==> config.mk <==
export PLATFORM = sky130hd
export DESIGN_NAME = accum_addr_gen
export DESIGN_NICKNAME = d
export VERILOG_FILES = /design/src/rtl/accum_addr_gen.sv
export SDC_FILE = /design/constraint.sdc
export NUM_CORES = 1
export LEC_CHECK = 0
export ABC_AREA = 1
export BUFFER_PORTS_ARGS = -buffer_cell sky130_fd_sc_hd__buf_2
export CAP_MARGIN = 10
export CORE_ASPECT_RATIO = 1.5
export CORE_MARGIN = 1
export CORE_UTILIZATION = 50
export CTS_BUF_LIST = sky130_fd_sc_hd__clkbuf_8
export DETAILED_ROUTE_END_ITERATION = 10
export PLACE_DENSITY = 0.81
export SYNTH_ARGS = -nofsm -noshare
export SYNTH_HDL_FRONTEND = slang
export SYNTH_SLANG_ARGS = --single-unit
==> constraint.sdc <==
create_clock -name clk -period 2.55 [get_ports clk]
set_clock_uncertainty 0.15 [all_clocks]
set_input_delay 0 -clock clk [delete_from_list [all_inputs] [get_ports clk]]
set_output_delay 0 -clock clk [all_outputs]
set_load 0.05 [all_outputs]
==> src/rtl/accum_addr_gen.sv <==
// Accumulator write-path address sequencer.
// Tracks column-0 output rows of a tile and signals done after skew drain.
module accum_addr_gen #(
    parameter  int SYS_COL    = 16,
    parameter  int ACCUM_ROW  = 256,
    parameter  int LEN_WIDTH  = 16,
    localparam int ADDR_WIDTH = $clog2(ACCUM_ROW)
) (
    input  logic                  clk,
    input  logic                  rst,
    input  logic                  cmd_valid,
    output logic                  cmd_ready,
    input  logic [ADDR_WIDTH-1:0] cmd_base_addr,
    input  logic [LEN_WIDTH-1:0]  cmd_num_rows,
    input  logic                  cmd_accumulate,
    input  logic                  sys_out_valid,
    output logic                  wr_en_out,
    output logic [ADDR_WIDTH-1:0] wr_addr_out,
    output logic                  wr_acc_out,
    output logic                  busy,
    output logic                  done,
    output logic                  err_stray
);

    // DRAIN lasts SYS_COL-1 cycles; done lands on the cycle IDLE is re-entered.
    localparam int DCW        = (SYS_COL > 2) ? $clog2(SYS_COL) : 1;
    localparam int DRAIN_LAST = (SYS_COL >= 2) ? SYS_COL - 2 : 0;

    typedef enum logic [1:0] {
        S_IDLE  = 2'd0,
        S_RUN   = 2'd1,
        S_DRAIN = 2'd2
    } state_t;

    state_t                r_state;
    state_t                w_next;
    logic [ADDR_WIDTH-1:0] r_cur_addr;
    logic [ADDR_WIDTH-1:0] w_addr_inc;
    logic [LEN_WIDTH-1:0]  r_num_rows;
    logic [LEN_WIDTH-1:0]  r_row_cnt;
    logic [DCW-1:0]        r_drain_cnt;
    logic                  r_acc;
    logic                  r_done;
    logic                  r_err;
    logic                  w_ready;
    logic                  w_accept;
    logic                  w_fire;
    logic                  w_done_nxt;

    assign w_ready     = (r_state == S_IDLE) && !rst;
    assign cmd_ready   = w_ready;
    assign wr_en_out   = w_fire;
    assign wr_addr_out = r_cur_addr;
    assign wr_acc_out  = r_acc;
    assign busy        = (r_state != S_IDLE);
    assign done        = r_done;
    assign err_stray   = r_err;

    // Compare-and-wrap so non-power-of-two depths wrap at ACCUM_ROW.
    assign w_addr_inc = (r_cur_addr == ADDR_WIDTH'(ACCUM_ROW - 1))
                      ? '0 : r_cur_addr + ADDR_WIDTH'(1);

    // State register.
    always_ff @(posedge clk or posedge rst) begin
        if (rst) begin
            r_state <= S_IDLE;
        end else begin
            r_state <= w_next;
        end
    end

    // Next-state, accept/fire strobes and done request.
    always_comb begin
        w_next     = r_state;
        w_accept   = 1'b0;
        w_fire     = 1'b0;
        w_done_nxt = 1'b0;
        unique case (r_state)
            S_IDLE: begin
                if (cmd_valid && w_ready) begin
                    w_accept = 1'b1;
                    if (cmd_num_rows == '0) begin
                        w_done_nxt = 1'b1;
                    end else begin
                        w_next = S_RUN;
                    end
                end
            end
            S_RUN: begin
                if (sys_out_valid) begin
                    w_fire = 1'b1;
                    if (r_row_cnt == r_num_rows - LEN_WIDTH'(1)) begin
                        w_next     = (SYS_COL == 1) ? S_IDLE : S_DRAIN;
                        w_done_nxt = (SYS_COL == 1);
                    end
                end
            end
            S_DRAIN: begin
                if (r_drain_cnt == DCW'(DRAIN_LAST)) begin
                    w_next     = S_IDLE;
                    w_done_nxt = 1'b1;
                end
            end
            default: begin
                w_next = S_IDLE;
            end
        endcase
    end

    // Command latch, row/address counters, drain timer and flags.
    always_ff @(posedge clk or posedge rst) begin
        if (rst) begin
            r_cur_addr  <= '0;
            r_num_rows  <= '0;
            r_row_cnt   <= '0;
            r_drain_cnt <= '0;
            r_acc       <= 1'b0;
            r_done      <= 1'b0;
            r_err       <= 1'b0;
        end else begin
            r_done <= w_done_nxt;
            if (sys_out_valid && (r_state != S_RUN)) begin
                r_err <= 1'b1;
            end
            if (w_accept) begin
                r_cur_addr <= cmd_base_addr;
                r_num_rows <= cmd_num_rows;
                r_acc      <= cmd_accumulate;
                r_row_cnt  <= '0;
            end else if (w_fire) begin
                r_cur_addr <= w_addr_inc;
                r_row_cnt  <= r_row_cnt + LEN_WIDTH'(1);
            end
            if (r_state == S_DRAIN) begin
                r_drain_cnt <= r_drain_cnt + DCW'(1);
            end else begin
                r_drain_cnt <= '0;
            end
        end
    end

endmodule

==> results of run 1 <==
## where the power goes
group | internal [mW] | switching, mW
combinational | 0.617 | 1.19
clock | 0.212 | 0.257
sequential | 1.02 | 0.330
total | 1.85 | 1.78
## registers in the layout, indices dropped and copies added, names as in the netlist
| register | count |
|---|---|
| err_stray | 1 |
| r_drain_cnt | 4 |
| r_state | 2 |
| r_num_rows | 16 |
| r_row_cnt | 16 |
| wr_addr_out | 8 |
| wr_acc_out | 1 |
| done | 1 |
## what timing repair did
item                                    in CTS  in global routing
endpoints found under the hold margin       77                  0
endpoints found under the setup margin       0                  0
setup buffers                                0                  0
hold buffers                                27                  0
## how the worst max path moves through the flow
stage                               end  cells past startpoint          start
after floorplan           r_row_cnt[14]                      9     r_state[1]
after global placement       r_state[0]                     13  r_num_rows[0]
after detailed placement     r_state[0]                     13  r_num_rows[0]
after CTS                    r_state[0]                     13  r_num_rows[0]
after global routing         r_state[0]                     11  r_num_rows[0]
final                        r_state[0]                     13  r_num_rows[0]
## cell type report
cell class	instances	area [um^2]	share of cell area, %
timing repair buffer	71	495	13.4
tap	72	90.1	2.43
clock buffer	6	82.6	2.23
sequential	49	1230	33.1
inverter	62	233	6.29
clock inverter	1	3.75	0.101
multi-input combinational	303	1570	42.4
## worst max-delay path, cell delays in order, from the launching register on
cell and delay, ps:
dfrtp_1 400, inv_1 160, ha_1 340, nand2_2 140, nor2_4 160, nand3_1 80, nand2_1 70, nand2_1 40
inv_1 40, nand2_1 40, nor2_1 140, nand3_1 100, nand2_1 60, nand2_1 40
## cell families (layout without fill, tap and decap cells)
logic type	Yosys count	count (layout)	synth area share, %
adders and majority gates	5	5	2.03
xor gates and xnor gates	15	15	4.26
DFF	49	49	39.7
and+or+nand+nor	233	233	35.1
buffers and inverters	72	140	9.44
AOI/OAI and AO/OA	50	50	9.44
## per-layer routing
metal | wire length [um] | part of all wire (%) | vias up | track usage [%]
met5 | 0 | 0 | - | 0
met4 | 166 | 2.1 | 0 | 9.33
met3 | 232 | 3.0 | 14 | 3.50
met2 | 4270 | 55 | 62 | 47.2
met1 | 3060 | 40 | 1445 | 29.2
li1 | - | - | 1498 | -
## synth_stat cells, types with 5 or more instances
cell type	number
xnor2_1	9
a21oi_1	7
inv_1	59
o21ai_0	26
nor2_4	5
nor3_1	9
nand4_1	18
xor2_1	6
dfrtp_1	49
nand3_1	26
nor2_1	37
nand2_1	116
ha_1	5
o211ai_1	5
## stage by stage
stage | worst slack (ps) | total power [mW] | instance area, um^2 | std cells | utilization (%)
floorplan | 95.6 | 2.71 | 3090 | 424 | -
global placement | 567 | 3.05 | 3340 | 530 | 56.9
detailed placement | 489 | 3.11 | 3340 | 530 | 56.9
CTS | 478 | 3.61 | 3700 | 564 | 63.0
global route | 295 | 3.91 | 3700 | 564 | 63.0
finish | 480 | 3.63 | 3700 | 564 | 63.0
==> flow_summary.yaml, run 1 <==
outcome:
  status: "finished clean"
critical_path:
  crit_required_ps: 2610
  crit_type: "register to register"
  critPathArrivalTime_ps: 2130
  end_kind: "register"
  rr_endpoint: "r_state[0]"
  setup.worst_path.start_class: "register"
  ff2ff_path_depth: 13
  r2r-start: "r_num_rows[0]"
  cp_max_fo: 6
  rrSetupSlack_ps: 480
synthesis:
  syn_area_mm2: 0.00309
  async_flop_share_pct: 100
  synth_nets: 458
  ys.warnings.count: 0
  syn_inst: 424
  ys_ff_latch: 49
  yosysSeqAreaShare_pct: 39.7
  yosysTopAreaCell: "dfrtp_1"
  yosysUniqueCellTypes: 34
  syn_avg_cell_area_um2: 7.28
  synthFlopType: "dfrtp_1"
  synth-edff-count: 0
  synthTopCellsByArea: "dfrtp_1 40%, nand2_1 14%, inv_1 7.2%, nor2_1 4.5%, nand3_1 4.2%"
  synth_top_area_share_pct: 39.7
clock_tree:
  cts_resized: 0
  clock_path_buffers: 2
  clockRootBuffer: "clkbuf_8"
  clock_sink_count: 49
  clk_pin_slew_ps: 90
  cts_buffers: 5
  clock_latency_ps: 310
  cts_max_level: 2
  cts_tree: "done"
placement:
  gp_congestion: 0.890
  io_buffers: 42
  hpwlAfterDp_um: 5370
route:
  remaining_drc_errors: 0
  vias: 3019
  viasPerCell: 5.35
  routedWlPerCell_um: 13.7
  first_pass_iters: 4
  ant_nets: 0
  wl_um: 7730
  drt-initial-drc-count: 169
floorplanning:
  rows: 34
  die_w_um: 66.2
  core_area_mm2: 0.00587
  die_y_um: 98.2
  ios: 43
  initial_utilization_pct: 52.6
  die_area_mm2: 0.00650
power_and_ir_drop:
  ir_worst_vdd_uv: 614
  cellPowerDensity_mw_per_mm2: 980
  p_leak_nw: 1.88
hold_path:
  min_path_cells: 5
  min_to: "r_row_cnt[12]"
  hp-class: "input port to register"
  holdCritStartpoint: "cmd_valid"
global_route:
  grt_start_max_net_pins: 50
  grt_pass1_wl_um: 13000
  grt.overflow.total: 0
  grt_usage_pct: 25.7
  grt_pass1_vias: 2972
  grt_antenna_before_repair: 0
sta:
  max_freq_mhz: 483
  hold_violations: 0
  worst_pin_slew_ps: 1020
  finalHoldWorstSlack_ps: 36.6
  slew_viol_final: 0
  setup_viol: 0
  relSlewSlack_pct: 31.8
  fin_crit_ps: 2070
  finalSetupTns_ps: 0
  rsz0062_at_grt: "no"
  min_period_over_period_pct: 81.2
cells_and_area:
  layout-drive-gt1-share_pct: 15.4
  mostFrequentLayoutCells: "116 x nand2_1, 59 x inv_1, 49 x dfrtp_1"
  area_growth_pct: 19.9
  nFillCells: 507
  layout_commonest_cell: "nand2_1"
  layout.nets: 526
  num_antenna_cells: 0
run:
  drv_cap: 0
Note: power is estimated with default switching activity, not from simulation.
==> inputs of run 2 (changes only) <==
PLACE_DENSITY = 0.84   (was 0.81)
clock period = 1.9 ns   (was 2.55 ns; I/O delays follow)
==> flow_summary.yaml, run 2 (synthesis gave the netlist of run 1 again) <==
outcome:
  status: "finished clean"
global_route:
  grt_antenna_before_repair: 0
  grt.overflow.total: 0
  grt_pass1_wl_um: 13500
  grt_usage_pct: 26.8
  grt_pass1_vias: 3060
  grt_start_max_net_pins: 50
critical_path:
  end_kind: "register"
  setup.worst_path.start_class: "register"
  cp_max_fo: 7
  cp_slowest_cell: "dfrtp_1"
  path_cells: "inv_2 -> nor2_4 -> nand2_4 -> nor3_4 -> nand2_2 -> nor2_4 -> nand2_2 -> nor2_2 -> nand2_1 -> nand2_1 -> nand2_1 -> nor2_1"
  cpPeakStageDelay_ps: 410
  crit_type: "register to register"
  cp_common_cell: "nand2_1"
  critPathArrivalTime_ps: 1910
  crit_required_ps: 1990
run:
  drv_cap: 0
route:
  first_pass_iters: 5
  ant_nets: 0
  viasPerCell: 5.37
  wl_um: 8200
  routedWlPerCell_um: 14.1
  remaining_drc_errors: 0
  drt-initial-drc-count: 210
  vias: 3114
cells_and_area:
  num_antenna_cells: 0
  layout-drive-gt1-share_pct: 21.9
  mostFrequentLayoutCells: "114 x nand2_1, 58 x inv_1, 42 x dfrtp_1, 42 x buf_2, 29 x nor2_1"
  nFillCells: 474
  layout.nets: 541
  fin_util_pct: 66.0
  area_growth_pct: 25.6
  layout_commonest_cell: "nand2_1"
sta:
  finalSetupTns_ps: 0
  rsz0062_at_grt: "yes"
  slew_viol_final: 0
  worst_pin_slew_ps: 637
  max_freq_mhz: 551
  min_period_over_period_pct: 95.5
  fin_crit_ps: 1820
  hold_violations: 0
  relSlewSlack_pct: 57.6
  setup_viol: 0
floorplanning:
  initial_utilization_pct: 52.6
  die_y_um: 98.2
  rows: 34
  die_w_um: 66.2
  die_area_mm2: 0.00650
  core_area_mm2: 0.00587
  ios: 43
placement:
  io_buffers: 42
  hpwlAfterDp_um: 5560
  gp_congestion: 0.916
clock_tree:
  clk_pin_slew_ps: 90
  clock_path_buffers: 2
  cts_max_level: 2
  clock_sink_count: 49
  clockRootBuffer: "clkbuf_8"
  clock_latency_ps: 310
  cts_buffers: 5
  cts_tree: "done"
hold_path:
  hp-class: "input port to register"
power_and_ir_drop:
  cellPowerDensity_mw_per_mm2: 1330
  p_leak_nw: 1.95
  ir_worst_vdd_uv: 983
==> run 2: cell count changes in the layout (fill, tap and decap cells not counted), moves of 2 or more <==
cell      before  now
clkinv_2       0    2
nand2_1      116  114
nor2_4         5    8
buf_4          2   15
dfrtp_1       49   42
nand2_2        4    6
nor2_1        37   29
nor2_2         4    9
dfrtp_2        0    7
==> run 2: power by group <==
| part | switching [mW] | internal (mW) | total [mW] |
|---|---|---|---|
| logic | 1.70 | 1.00 | 2.70 |
| clock network | 0.343 | 0.250 | 0.593 |
| registers | 0.468 | 1.38 | 1.85 |
| total | 2.51 | 2.64 | 5.14 |
==> run 2: critical path: cells and delay by family, from the launching register on <==
family / cells / cell delay (ps)
and+or+nand+nor: 11 / 1100
buffers and inverters: 1 / 80
DFF: 1 / 410
==> run 2: cell type report <==
class / instances / area [um^2] / share of cell area (%)
timing repair buffer: 86 / 624 / 16.1
clock inverter: 3 / 13.8 / 0.355
sequential: 49 / 1230 / 31.9
tap: 72 / 90.1 / 2.32
clock buffer: 5 / 68.8 / 1.78
multi-input combinational: 303 / 1610 / 41.6
inverter: 62 / 233 / 6.00
==> run 2: layer usage <==
metal	up-vias	share of wire, %	global-route usage, %
met5	-	0	0
met4	0	3.2	12.6
met3	25	3.3	3.50
met2	83	55	47.4
met1	1475	39	31.0
li1	1531	-	-
==> run 2: per-stage QoR <==
step	instances	instance area (um^2)	total power [mW]	worst slack [ps]	hold WS, ps
2_1_floorplan	424	3100	3.65	-19.8	-94.6
3_5_place_dp	538	3420	4.28	46.0	54.0
5_1_grt	580	3880	5.52	-32.0	98.2
4_1_cts	573	3780	4.92	42.3	20.7
3_3_place_gp	538	3420	4.21	62.8	48.2
6_report	580	3880	5.14	84.6	60.5
==> run 2: worst paths after layout <==
path	slack (ps)	to	cells past startpoint	from
worst max-delay path	80	r_row_cnt[12]	12	r_state[0]
worst min-delay path	60	r_row_cnt[15]	4	cmd_valid
worst max register to register	80	r_row_cnt[12]	12	r_state[0]
worst min register to register	330	err_stray	1	err_stray
max in group asynchronous	860	r_num_rows[4]	4	rst
min in group asynchronous	290	wr_addr_out[7]	4	rst
==> run 2: repair_timing <==
| item | CTS | global route |
|---|---|---|
| setup buffers | 0 | 7 |
| hold endpoints to repair | 77 | 0 |
| resized for setup | 0 | 20 |
| hold buffers | 27 | 0 |
| endpoints found under the setup margin | 0 | 8 |
==> inputs of run 3 (changes only) <==
ABC_AREA = default   (was 1)
SLEW_MARGIN = 20   (was default)
==> flow_summary.yaml, run 3 <==
synthesis:
  syn_area_mm2: 0.00283
  yosysSeqAreaShare_pct: 43.3
  synthTopCellsByArea: "dfrtp_1 43%, nand2_1 8.7%, xor2_1 6.2%, xnor2_1 5.3%, nor2_1 4.1%"
  synth-edff-count: 0
  syn_inst: 320
  synth_nets: 354
  syn_avg_cell_area_um2: 8.85
  async_flop_share_pct: 100
  post-synth-top-count-cell: "nand2_1"
  synth_top_area_share_pct: 43.3
  synthTopCellsByCount: "66 x nand2_1, 49 x dfrtp_1, 31 x nor2_1"
  ys.warnings.count: 0
  ys_ff_latch: 49
  yosysUniqueCellTypes: 55
  yosysTopAreaCell: "dfrtp_1"
  synthFlopType: "dfrtp_1"
sta:
  relSlewSlack_pct: 48.8
  setup_viol: 3
  slew_viol_final: 0
  hold_violations: 0
  rsz0062_at_grt: "yes"
  setup_ws_ps: -861
  min_period_over_period_pct: 145
  fin_crit_ps: 2760
  finalHoldWorstSlack_ps: 147
  worst_pin_slew_ps: 767
  max_freq_mhz: 362
placement:
  gp_congestion: 0.930
  place_ws_ps: -811
  hpwlAfterDp_um: 5990
  io_buffers: 42
critical_path:
  critical_path_buf_inv_count: 1
  critPathArrivalTime_ps: 2810
  cp_top_family: "simple AND/OR/NAND/NOR gates"
  r2r-start: "r_num_rows[1]"
  rr_endpoint: "r_state[0]"
  end_kind: "register"
  path_cells: "inv_1 -> ha_4 -> xor2_1 -> nand4_1 -> or4_1 -> or4_4 -> a32o_2"
  cp_slowest_cell: "or4_1"
  ff2ff_path_depth: 7
  crit_type: "register to register"
  cpPeakStageDelay_ps: 510
  setup.worst_path.start_class: "register"
  crit_required_ps: 1950
  rrSetupSlack_ps: -860
  cp_max_fo: 2
clock_tree:
  clockRootBuffer: "clkbuf_8"
  cts_tree: "done"
  clock_path_buffers: 2
  clk_pin_slew_ps: 100
  cts_buffers: 5
  cts_max_level: 2
  clock_sink_count: 49
  clock_latency_ps: 310
floorplanning:
  die_w_um: 63.4
  ios: 43
  die_y_um: 94.2
  initial_utilization_pct: 52.0
  rows: 33
  die_area_mm2: 0.00597
  core_area_mm2: 0.00545
cells_and_area:
  layout-drive-gt1-share_pct: 34.9
  area_growth_pct: 45.7
  layout.nets: 488
  num_antenna_cells: 0
  mostFrequentLayoutCells: "66 x nand2_1, 66 x buf_4, 44 x dfrtp_1"
hold_path:
  min_path_cells: 5
  holdCritStartpoint: "sys_out_valid"
  hp-class: "input port to register"
  min_to: "wr_addr_out[0]"
global_route:
  grt_usage_pct: 34.8
  grt_pass1_wl_um: 15600
  grt_pass1_vias: 3284
  grt.overflow.total: 0
  grt_antenna_before_repair: 0
  grt_start_max_net_pins: 38
route:
  vias: 3283
  drt-initial-drc-count: 245
  first_pass_iters: 5
  remaining_drc_errors: 0
  ant_nets: 0
  viasPerCell: 6.25
  wl_um: 10700
  routedWlPerCell_um: 20.5
run:
  drv_cap: 0
outcome:
  violations: "negative setup slack"
  status: "finished, violations left"
power_and_ir_drop:
  p_leak_nw: 1.93
  ir_worst_vdd_uv: 1200
  cellPowerDensity_mw_per_mm2: 1480
-- run 3: power breakdown --
group | total (mW) | leakage (nW) | internal, mW | switching, mW
clock network | 0.804 | 0.0626 | 0.425 | 0.379
registers | 1.79 | 0.621 | 1.37 | 0.419
logic | 3.50 | 1.25 | 1.53 | 1.97
-- run 3: repair_timing --
action,in CTS,in global routing
pin swaps,1,13
hold buffers,28,0
endpoints found under the hold margin,63,0
resized for setup,10,23
setup endpoints to repair,4,17
buffers inserted,2,8
-- run 3: how the worst max path moves through the flow --
| stage | slack (ps) | cells after the start | startpoint | endpoint |
|---|---|---|---|---|
| after floorplan | -670 | 6 | r_num_rows[2] | r_state[0] |
| after global placement | -730 | 6 | r_num_rows[9] | r_state[0] |
| after detailed placement | -810 | 7 | r_num_rows[9] | r_state[0] |
| after CTS | -710 | 6 | r_num_rows[9] | r_state[0] |
| after global routing | -880 | 8 | r_num_rows[1] | r_state[0] |
| final | -860 | 7 | r_num_rows[1] | r_state[0] |
-- run 3: worst reg2reg max path, stage by stage (launching register included) --
cell and delay, ps:
dfrtp_1 410, inv_1 200, ha_4 240, xor2_1 210, nand4_1 140, or4_1 510, or4_4 510, a32o_2 270
-- run 3: metrics by stage --
step	power, mW	instance area, um^2	instances	setup TNS [ps]	util, %
after detailed placement	4.65	3530	480	-1570	64.7
after global routing	6.31	4130	525	-2030	75.7
after floorplan	3.48	2850	320	-2360	-
after global placement	4.54	3530	480	-1410	64.7
after CTS	5.63	3990	518	-1350	73.2
final	6.09	4130	525	-1700	75.7
-- run 3: logic make-up (layout without fill, tap and decap cells) --
group	after synthesis	after routing	synth area share [%]
XOR/XNOR	37	37	11.4
adder cells (fa/ha/maj)	5	5	2.21
buffers and inverters	24	159	4.15
AO/OA/AOI/OAI	48	48	12.0
flip-flops	49	49	43.3
AND/OR/NAND/NOR	155	155	26.2
multiplexers	2	2	0.751
-- run 3: final cells by class --
cell class | instances | area (um^2)
Tap cell | 70 | 87.6
Sequential cell | 49 | 1230
Clock inverter | 2 | 33.8
Fill cell | 338 | 1320
Timing Repair Buffer | 139 | 1020
Multi-Input combinational cell | 247 | 1630
Clock buffer | 6 | 82.6
Inverter | 12 | 45.0
-- run 3: per-layer routing --
layer / track usage (%) / part of all wire [%] / up-vias
met1: 34.3 / 33 / 1572
met2: 65.6 / 52 / 231
met4: 23.1 / 9.3 / 0
met5: 0 / 0 / -
met3: 5.22 / 6.0 / 97
li1: - / - / 1383
